==> config.mk <==
export PLATFORM = sky130hd
export DESIGN_NAME = mips16_wb_trace_fifo
export DESIGN_NICKNAME = d
export VERILOG_FILES = /design/src/rtl/mips16_wb_trace_fifo.sv
export SDC_FILE = /design/constraint.sdc
export NUM_CORES = 1
export LEC_CHECK = 0
export ABC_AREA = 1
export BUFFER_PORTS_ARGS = -buffer_cell sky130_fd_sc_hd__buf_4
export CORE_UTILIZATION = 45
export CTS_BUF_LIST = sky130_fd_sc_hd__clkbuf_8
export CTS_CLUSTER_DIAMETER = 150
export DETAILED_ROUTE_END_ITERATION = 10
export PLACE_DENSITY = 0.62
export SETUP_SLACK_MARGIN = 0.4
export SLEW_MARGIN = 20
export SYNTH_ARGS = -nofsm -noshare
export SYNTH_HDL_FRONTEND = slang
export SYNTH_SLANG_ARGS = --single-unit
==> constraint.sdc <==
create_clock -name clk -period 4.3 [get_ports clk]
set_clock_uncertainty 0.2 [all_clocks]
set_input_delay 0 -clock clk [delete_from_list [all_inputs] [get_ports clk]]
set_output_delay 0 -clock clk [all_outputs]
set_load 0.005 [all_outputs]
==> src/rtl/mips16_wb_trace_fifo.sv <==
// mips16_wb_trace_fifo
// Commit-trace buffer placed after the MIPS16 write-back stage. Each
// register-file write is tagged with its PC and a 16-bit commit sequence
// number, then queued in a first-word-fall-through FIFO. The consumer
// drains it through a valid/ready port. Commits that find the FIFO full
// are dropped, but they still use up a sequence number, so each loss is
// visible as a gap in trace_seq.
//
// Ports:
//   clk, rst                 core clock; asynchronous active-low reset
//   reg_write_en/dest/data   write-back register write
//   wb_pc                    PC of the instruction in write-back
//   trace_valid/ready        head-entry handshake
//   trace_dest/data/pc/seq   head entry fields (0 while trace_valid=0)
//   trace_count              number of entries currently held
//   overflow, drop_count     sticky drop flag and saturating drop counter
//   overflow_clr             clears overflow and drop_count
//
// Optional feature: define MIPS16_TRACE_R0_FILTER_EN so that writes to R0
// are ignored. Such writes are neither stored nor counted, and they do not
// advance the sequence number.
module mips16_wb_trace_fifo #(
    parameter int DEPTH = 8,
    parameter int PC_W  = 8
) (
    input  logic                     clk,
    input  logic                     rst,
    input  logic                     reg_write_en,
    input  logic [2:0]               reg_write_dest,
    input  logic [15:0]              reg_write_data,
    input  logic [PC_W-1:0]          wb_pc,
    output logic                     trace_valid,
    input  logic                     trace_ready,
    output logic [2:0]               trace_dest,
    output logic [15:0]              trace_data,
    output logic [PC_W-1:0]          trace_pc,
    output logic [15:0]              trace_seq,
    output logic [$clog2(DEPTH):0]   trace_count,
    output logic                     overflow,
    output logic [7:0]               drop_count,
    input  logic                     overflow_clr
);

    localparam int AW = $clog2(DEPTH);
    localparam int CW = AW + 1;
    localparam int EW = 16 + PC_W + 16 + 3;
    localparam logic [CW-1:0] FULL_CNT = CW'(DEPTH);

    logic [EW-1:0]  mem_q [DEPTH];
    logic [AW-1:0]  wr_ptr_q, wr_ptr_d;
    logic [AW-1:0]  rd_ptr_q, rd_ptr_d;
    logic [CW-1:0]  count_q, count_d;
    logic [15:0]    seq_q, seq_d;
    logic           overflow_q, overflow_d;
    logic [7:0]     drop_count_q, drop_count_d;

    logic qual, full, pop, push, drop;
    logic [EW-1:0] head;

    always_comb begin
`ifdef MIPS16_TRACE_R0_FILTER_EN
        qual = reg_write_en && (reg_write_dest != 3'd0);
`else
        qual = reg_write_en;
`endif
        full = (count_q == FULL_CNT);
        pop  = (count_q != '0) && trace_ready;
        // When the FIFO is full, a pop in the same cycle frees the slot
        // that this cycle's push needs.
        push = qual && (!full || pop);
        drop = qual && full && !pop;
    end

    always_comb begin
        wr_ptr_d     = push ? wr_ptr_q + AW'(1) : wr_ptr_q;
        rd_ptr_d     = pop  ? rd_ptr_q + AW'(1) : rd_ptr_q;
        count_d      = count_q + CW'(push) - CW'(pop);
        seq_d        = seq_q + 16'(qual);
        overflow_d   = overflow_q;
        drop_count_d = drop_count_q;
        // A drop in the same cycle as a clear takes priority, so the
        // counter restarts at 1 instead of losing that drop.
        if (drop) begin
            overflow_d   = 1'b1;
            if (overflow_clr)
                drop_count_d = 8'd1;
            else if (drop_count_q != 8'hFF)
                drop_count_d = drop_count_q + 8'd1;
        end else if (overflow_clr) begin
            overflow_d   = 1'b0;
            drop_count_d = 8'd0;
        end
    end

    always_ff @(posedge clk or negedge rst) begin
        if (!rst) begin
            wr_ptr_q     <= '0;
            rd_ptr_q     <= '0;
            count_q      <= '0;
            seq_q        <= '0;
            overflow_q   <= 1'b0;
            drop_count_q <= '0;
        end else begin
            wr_ptr_q     <= wr_ptr_d;
            rd_ptr_q     <= rd_ptr_d;
            count_q      <= count_d;
            seq_q        <= seq_d;
            overflow_q   <= overflow_d;
            drop_count_q <= drop_count_d;
        end
    end

    // Storage is not reset. Only the pointers and count decide which
    // entries are live.
    always_ff @(posedge clk) begin
        if (push)
            mem_q[wr_ptr_q] <= {seq_q, wb_pc, reg_write_data, reg_write_dest};
    end

    // Masking by trace_valid makes the head fields read 0 after reset
    // while the storage still holds stale contents.
    assign head        = mem_q[rd_ptr_q];
    assign trace_valid = (count_q != '0);
    assign {trace_seq, trace_pc, trace_data, trace_dest} = trace_valid ? head : '0;
    assign trace_count = count_q;
    assign overflow    = overflow_q;
    assign drop_count  = drop_count_q;

endmodule

==> impl_results.md, run 1 <==
- Status: completed
- Chip Width: 188 microns
- Root Buffer: clkbuf_8
- Reg2Reg Launch Point: trace_count[2]
- DR DRC count: 0
- Drt initial violations: 654
- Switching Share: 36.3%
- Layout fillers: 2904
- RSZ-0062 raised after global routing: no
- Cell variety after synth: 29
- DP Worst Slack: 1.35 ns
- Seq/Total Area, Yosys: 71.6%
- Final WS setup: 1.02 ns
- Post-CTS setup buffers: 0
- Setup TNS: 0 ns
- Final Critical Period: 3.28 ns
- Core outline area: 0.0339 sq mm
- Fin util: 54.8%
- CP Max Fanout: 134
- CP startpoint: rd_ptr_q[0]
- Number of H-tree levels: 2
- HP Class: in -> reg
- Initial Util: 46.2%
- Switch Pwr: 4380 uW
- FP Rows: 67
- Global-route wire length before repair: 54400 microns
- Final count of negative-setup-slack endpoints: 0
- DR WL/cell: 17.1 microns
- Clock sinks: 379
- Die Span Y: 188 microns
- Arrival @ worst endpoint: 3.08 ns
- Leak Pwr: 0.00698 uW
- Die area: 0.0355 sq mm
- P&R area growth vs syn: 18.5%
- Path type of the worst setup path: reg -> out
- Antenna-violating nets left: 0
- Drt pass-1 iters: 5
- # Max-Cap Violations: 0
- Power Density: 651 mW/mm^2
- Pint: 7680 uW
- Area of the mapped netlist: 0.0156 sq mm
- CP Capture Type: output port
- Clk pwr share: 23.2%
- Vias: 10.4k
- Worst-case clock buffer depth: 3
- Max transition margin: 30.9%
- Post-DP HPWL: 17300 microns
- Hold slack: 0.0447 ns
- Worst skew pair latency: 0.60 ns
- Hold Startpoint: overflow_clr
- Most frequent cells in the layout: nor2_1 (453), edfxtp_1 (344), nand2_1 (150)
- Final Hold Fails: 0
- PortBufs: 88
- ANT cells: 0
- Ports: 89
- CTS Buf Count: 60
- Total gr overflow: 0
- GP Congestion: 0.782
- TritonCTS clock tree: built
- Antenna violations before repair: 0
- Clock-pin slew on the worst setup and hold paths: 0.06 ns
- Fin crit share: 76.3%
- Vias per cell: 5.08
- Share of layout cells above drive strength 1: 13.0%
- Worst Path Required: 4.10 ns
- CP startpoint kind: register
- Fin nets: 1588
- Final WL: 34900 microns
- Worst-Margin Slew: 1.04 ns
- Number of global-route vias before repair: 10.2k
- Max-slew violations: 0
- Overall Power: 12100 uW
- Syn avg cell area: 11.3 sq um
- Logic pwr share: 35.0%
- Flop pwr share: 41.7%
- Fmax: 305 MHz
- Synth warn: 0
- Worst VDD drop: 0.411 mV
- Post-Synthesis Cells: 1383
- Most common cell after layout, fill and taps aside: nor2_1
- All-Layer GR Usage: 19.7%
- Largest net degree at the start of global routing: 135
- Post-synthesis register bit count: 379
- Syn Nets: 1426
[worst paths after layout]
check	end	slack (ns)	cells after the start
worst max-delay path	trace_seq[14]	1.02	8
worst min-delay path	drop_count[3]	0.04	5
worst max register to register	mem_q[4][3]	1.38	8
worst min register to register	overflow	0.29	2
max in group asynchronous	seq_q[7]	3.46	4
min in group asynchronous	trace_count[3]	0.22	4
[cell usage after synthesis, drive strengths merged]
master | instances | area share [%]
nand4 | 4 | 0.16
edfxtp | 344 | 66
a21oi | 4 | 0.13
clkinv | 2 | 0.048
o21ai | 173 | 5.5
nand2 | 151 | 3.6
or2 | 1 | 0.040
fa | 1 | 0.13
o21bai | 2 | 0.096
dfrtp | 35 | 5.6
o21a | 1 | 0.048
xnor2 | 5 | 0.28
nor3 | 10 | 0.32
inv | 29 | 0.70
nand3b | 1 | 0.048
ha | 10 | 0.80
buf | 38 | 1.7
xor2 | 11 | 0.62
nand3 | 68 | 2.3
nor2 | 459 | 11
clkbuf | 34 | 0.82
[flip-flops by register name (all words and copies together) (netlist names)]
name and count:
overflow 1, mem_q 344, rd_ptr_q 3, seq_q 16, trace_count 4, drop_count 8
wr_ptr_q 3
[through the flow]
stage / cell area [sq um] / std cells
after detailed placement: 16800 / 1867
after floorplan: 15600 / 1383
final: 18500 / 2043
after CTS: 18500 / 2043
after global routing: 18500 / 2043
after global placement: 16700 / 1866
[layer usage]
| layer | vias to the layer above | routed length, microns | GRT usage (%) |
|---|---|---|---|
| met5 | - | 0 | 0 |
| met1 | 4992 | 15600 | 25.5 |
| met2 | 255 | 16900 | 33.6 |
| met4 | 0 | 777 | 6.54 |
| met3 | 63 | 1670 | 3.35 |
| li1 | 5062 | - | - |
[cells by family after synthesis]
| kind of cell | count (synthesis) | share of synthesized area, % |
|---|---|---|
| AOI/OAI and AO/OA | 180 | 5.80 |
| adders and majority gates | 11 | 0.927 |
| and+or+nand+nor | 694 | 17.5 |
| DFF | 379 | 71.6 |
| buffers and inverters | 103 | 3.26 |
| xor gates and xnor gates | 16 | 0.895 |
[final cells by class]
type	count	area [sq um]	area share, %
Multi-Input combinational cell	901	3980	21.5
Inverter	31	119	0.641
Timing Repair Buffer	172	1540	8.33
Sequential cell	379	11200	60.5
Tap cell	448	561	3.02
Clock inverter	44	186	1.01
Clock buffer	68	936	5.05
[power by group through the flow]
stage | clock network [uW] | logic (uW) | registers (uW)
after floorplan | 0 | 2810 | 4860
after global placement | 0 | 4050 | 5200
after detailed placement | 0 | 4220 | 5110
after CTS | 2880 | 4290 | 5040
after global routing | 3020 | 4760 | 5090
final | 2800 | 4220 | 5040
[timing repair]
item	4_1_cts	5_1_grt
gates resized for setup	0	0
hold buffers	64	0
hold endpoints to repair	279	0
[critical path, stage by stage (launching register included)]
cell and delay [ns]:
dfrtp_4 0.68, buf_16 0.31, inv_4 0.10, buf_12 0.35, o21ai_0 0.20, nand2_1 0.10
nor2_1 0.04, nor2_1 0.29, buf_4 0.17
No activity file was read; power rests on OpenSTA's default activity.
==> run 2, diff against run 1 <==
--- a/config.mk
+++ b/config.mk
@@ -5,13 +5,13 @@
 export SDC_FILE = /design/constraint.sdc
 export NUM_CORES = 1
 export LEC_CHECK = 0
-export ABC_AREA = 1
+export ABC_AREA = 0
 export BUFFER_PORTS_ARGS = -buffer_cell sky130_fd_sc_hd__buf_4
 export CORE_UTILIZATION = 45
 export CTS_BUF_LIST = sky130_fd_sc_hd__clkbuf_8
 export CTS_CLUSTER_DIAMETER = 150
 export DETAILED_ROUTE_END_ITERATION = 10
-export PLACE_DENSITY = 0.62
+export PLACE_DENSITY = 0.6
 export SETUP_SLACK_MARGIN = 0.4
 export SLEW_MARGIN = 20
 export SYNTH_ARGS = -nofsm -noshare
==> constraint.sdc (replaced) <==
create_clock -name clk -period 3.34 [get_ports clk]
set_clock_uncertainty 0.2 [all_clocks]
set_input_delay 0 -clock clk [delete_from_list [all_inputs] [get_ports clk]]
set_output_delay 0 -clock clk [all_outputs]
set_load 0.005 [all_outputs]
==> run 2 against run 1 <==
Compared with the run above:
- flip-flop and latch count unchanged
- first-iteration DRC count is 23% lower
- synthesized cell count is 48% lower
==> impl_results.md, run 2 <==
- Die Span Y: 183 microns
- Final count of negative-setup-slack endpoints: 0
- RSZ-0062 raised after global routing: no
- Clock sinks: 379
- DR DRC count: 0
- CP cell instances: buf_12 -> mux4_2 -> mux2i_1 -> nor2_1 -> buf_4
- CP max-delay cell: dfrtp_4
- Worst-case clock buffer depth: 3
- Clock-pin slew on the worst setup and hold paths: 0.06 ns
- GP Congestion: 0.806
- Yosys top cell by area: edfxtp_1
- Number of global-route vias before repair: 8092
- DR WL/cell: 21.4 microns
- Most frequent cells in the layout: edfxtp_1 (344), buf_4 (103), mux4_2 (86)
- Syn avg cell area: 20.7 sq um
- Flop pwr share: 43.5%
- Cell variety after synth: 41
- Area share of the leading cell type in the synthesized netlist: 69.8%
- Pint: 10400 uW
- Arrival @ worst endpoint: 2.61 ns
- ANT cells: 0
- HP Class: in -> reg
- Max-slew violations: 0
- Worst skew pair latency: 0.56 ns
- Fin util: 55.4%
- Max transition margin: 56.5%
- CTS Buf Count: 66
- Antenna violations before repair: 0
- Fin crit share: 84.2%
- Non-Filler Instances: 1408
- Seq/Total Area, Yosys: 75.7%
- Chip Width: 183 microns
- Status: completed
- Biggest register: mem_q
- Antenna-violating nets left: 0
- Share of layout cells above drive strength 1: 31.4%
- Final Critical Period: 2.81 ns
- Core outline area: 0.0325 sq mm
- Post-Synthesis Cells: 713
- Number of H-tree levels: 3
- CP Capture Type: output port
- Max reg flops: 344
- Clk pwr share: 25.9%
- Root Buffer: clkbuf_8
- Worst Path Required: 3.14 ns
- Initial Util: 45.6%
- Switching Share: 30.1%
- FP Rows: 66
- # resized after CTS: 0
- Path type of the worst setup path: reg -> out
- Slowest stage delay, CP: 0.72 ns
- Worst-Margin Slew: 0.653 ns
- Post-synth EDFFs: 344
- All-Layer GR Usage: 18.6%
- Ports: 89
- Worst VDD drop: 0.568 mV
- Vias: 7471
- PortBufs: 88
- Post-DP HPWL: 16400 microns
- Logic pwr share: 30.6%
- Switch Pwr: 4480 uW
- TritonCTS clock tree: built
- Main synth FF type: edfxtp_1
- Largest net degree at the start of global routing: 44
- Post-synth ARST share: 9.23%
- Top cells by count, synth: edfxtp_1 (344), mux4_2 (86), nor2_1 (53), mux2i_1 (45), dfrtp_1 (35)
- Overall Power: 14900 uW
- Final Hold Fails: 0
- Post-placement cell count: 1232
- Post-synthesis register bit count: 379
- P&R area growth vs syn: 21.6%
- Vias per cell: 5.31
- Syn Nets: 756
- Total gr overflow: 0
- Fin nets: 958
- Final WL: 30200 microns
- Area of the mapped netlist: 0.0148 sq mm
- Die area: 0.0336 sq mm
- Synth area leaders: edfxtp_1 (70%), mux4_2 (13%), dfrtp_1 (5.9%), mux2i_1 (3.0%), nor2_1 (1.3%)
- CP startpoint kind: register
- Global-route wire length before repair: 46300 microns
- Leak Pwr: 0.00642 uW
- Layout fillers: 2526
- Count leader, synth: edfxtp_1
- Fmax: 356 MHz
- # Max-Cap Violations: 0
- Synth warn: 0
- CP Max Fanout: 40
- Drt pass-1 iters: 5
- Drt initial violations: 503
- Power Density: 827 mW/mm^2
- Most common cell after layout, fill and taps aside: edfxtp_1
==> run 2: cell types whose count changed in the layout (fill, tap and decap cells not counted), sizes merged, moves of 6 or more <==
cell         change
and3             +6
dlygate4sd3      -7
inv             -16
mux2i           +45
mux4            +86
nand2          -141
nand3           -55
nor2           -406
o21ai          -170
xnor2           +12
xor2             -8
==> run 2: cell families after synthesis <==
family	Yosys count	share of synthesized area, %
DFF	379	75.7
muxes	133	16.3
and+or+nand+nor	113	3.72
buffers and inverters	41	1.35
xor gates and xnor gates	20	1.18
AOI/OAI and AO/OA	16	0.727
adders and majority gates	11	0.981
==> run 2: layout make-up <==
cell class | count | area, sq um | share of cell area [%]
Multi-Input combinational cell | 293 | 3490 | 19.4
Inverter | 9 | 33.8 | 0.188
Clock inverter | 48 | 243 | 1.35
Tap cell | 442 | 553 | 3.07
Clock buffer | 71 | 977 | 5.43
Timing Repair Buffer | 166 | 1470 | 8.19
Sequential cell | 379 | 11200 | 62.4
==> run 2: what timing repair did <==
| item | in CTS | in global routing |
|---|---|---|
| setup buffers | 0 | 0 |
| hold endpoints to repair | 301 | 0 |
| hold buffers | 57 | 0 |
==> run 2: final timing paths <==
check	from	end	slack [ns]	cells after the start
max	rd_ptr_q[1]	trace_seq[7]	0.53	5
min	reg_write_data[0]	mem_q[6][3]	0.03	2
max reg2reg	trace_count[2]	mem_q[2][28]	0.59	6
min reg2reg	overflow	overflow	0.33	2
max in group asynchronous	rst	rd_ptr_q[1]	2.45	4
min in group asynchronous	rst	drop_count[7]	0.27	4
==> run 2: critical path, delay by kind of cell (launching register included) <==
kind                   cells  cell delay [ns]
multiplexers               2             0.71
AND/OR/NAND/NOR            1             0.08
flip-flops                 1             0.72
buffers and inverters      2             0.48
==> run 2: per-stage QoR <==
step           setup TNS [ns]  cell area (sq um)  worst slack [ns]  hold WS [ns]
2_1_floorplan          -29.60              14800            -0.212        -0.496
3_3_place_gp                0              16200             0.661        -0.207
3_5_place_dp                0              16200             0.524        -0.201
4_1_cts                     0              18000             0.498       0.00499
5_1_grt                     0              18000             0.410        0.0164
6_report                    0              18000             0.529        0.0318
==> run 2: metal layers <==
metal  GRT usage (%)  wire length [microns]  vias to the layer above
met5               0                      0                        -
met4            6.23                    542                        0
met3            3.49                   1520                       49
met2            30.9                  15000                      218
met1            24.8                  13100                     3889
li1                -                      -                     3315
==> run 2: power by group through the flow <==
stage / combinational (uW) / clock [uW] / sequential, uW
after CTS: 4660 / 3960 / 6470
final: 4550 / 3860 / 6460
after detailed placement: 4590 / 0 / 6560
after global routing: 4940 / 4170 / 6530
after global placement: 4550 / 0 / 6490
after floorplan: 2910 / 0 / 6340
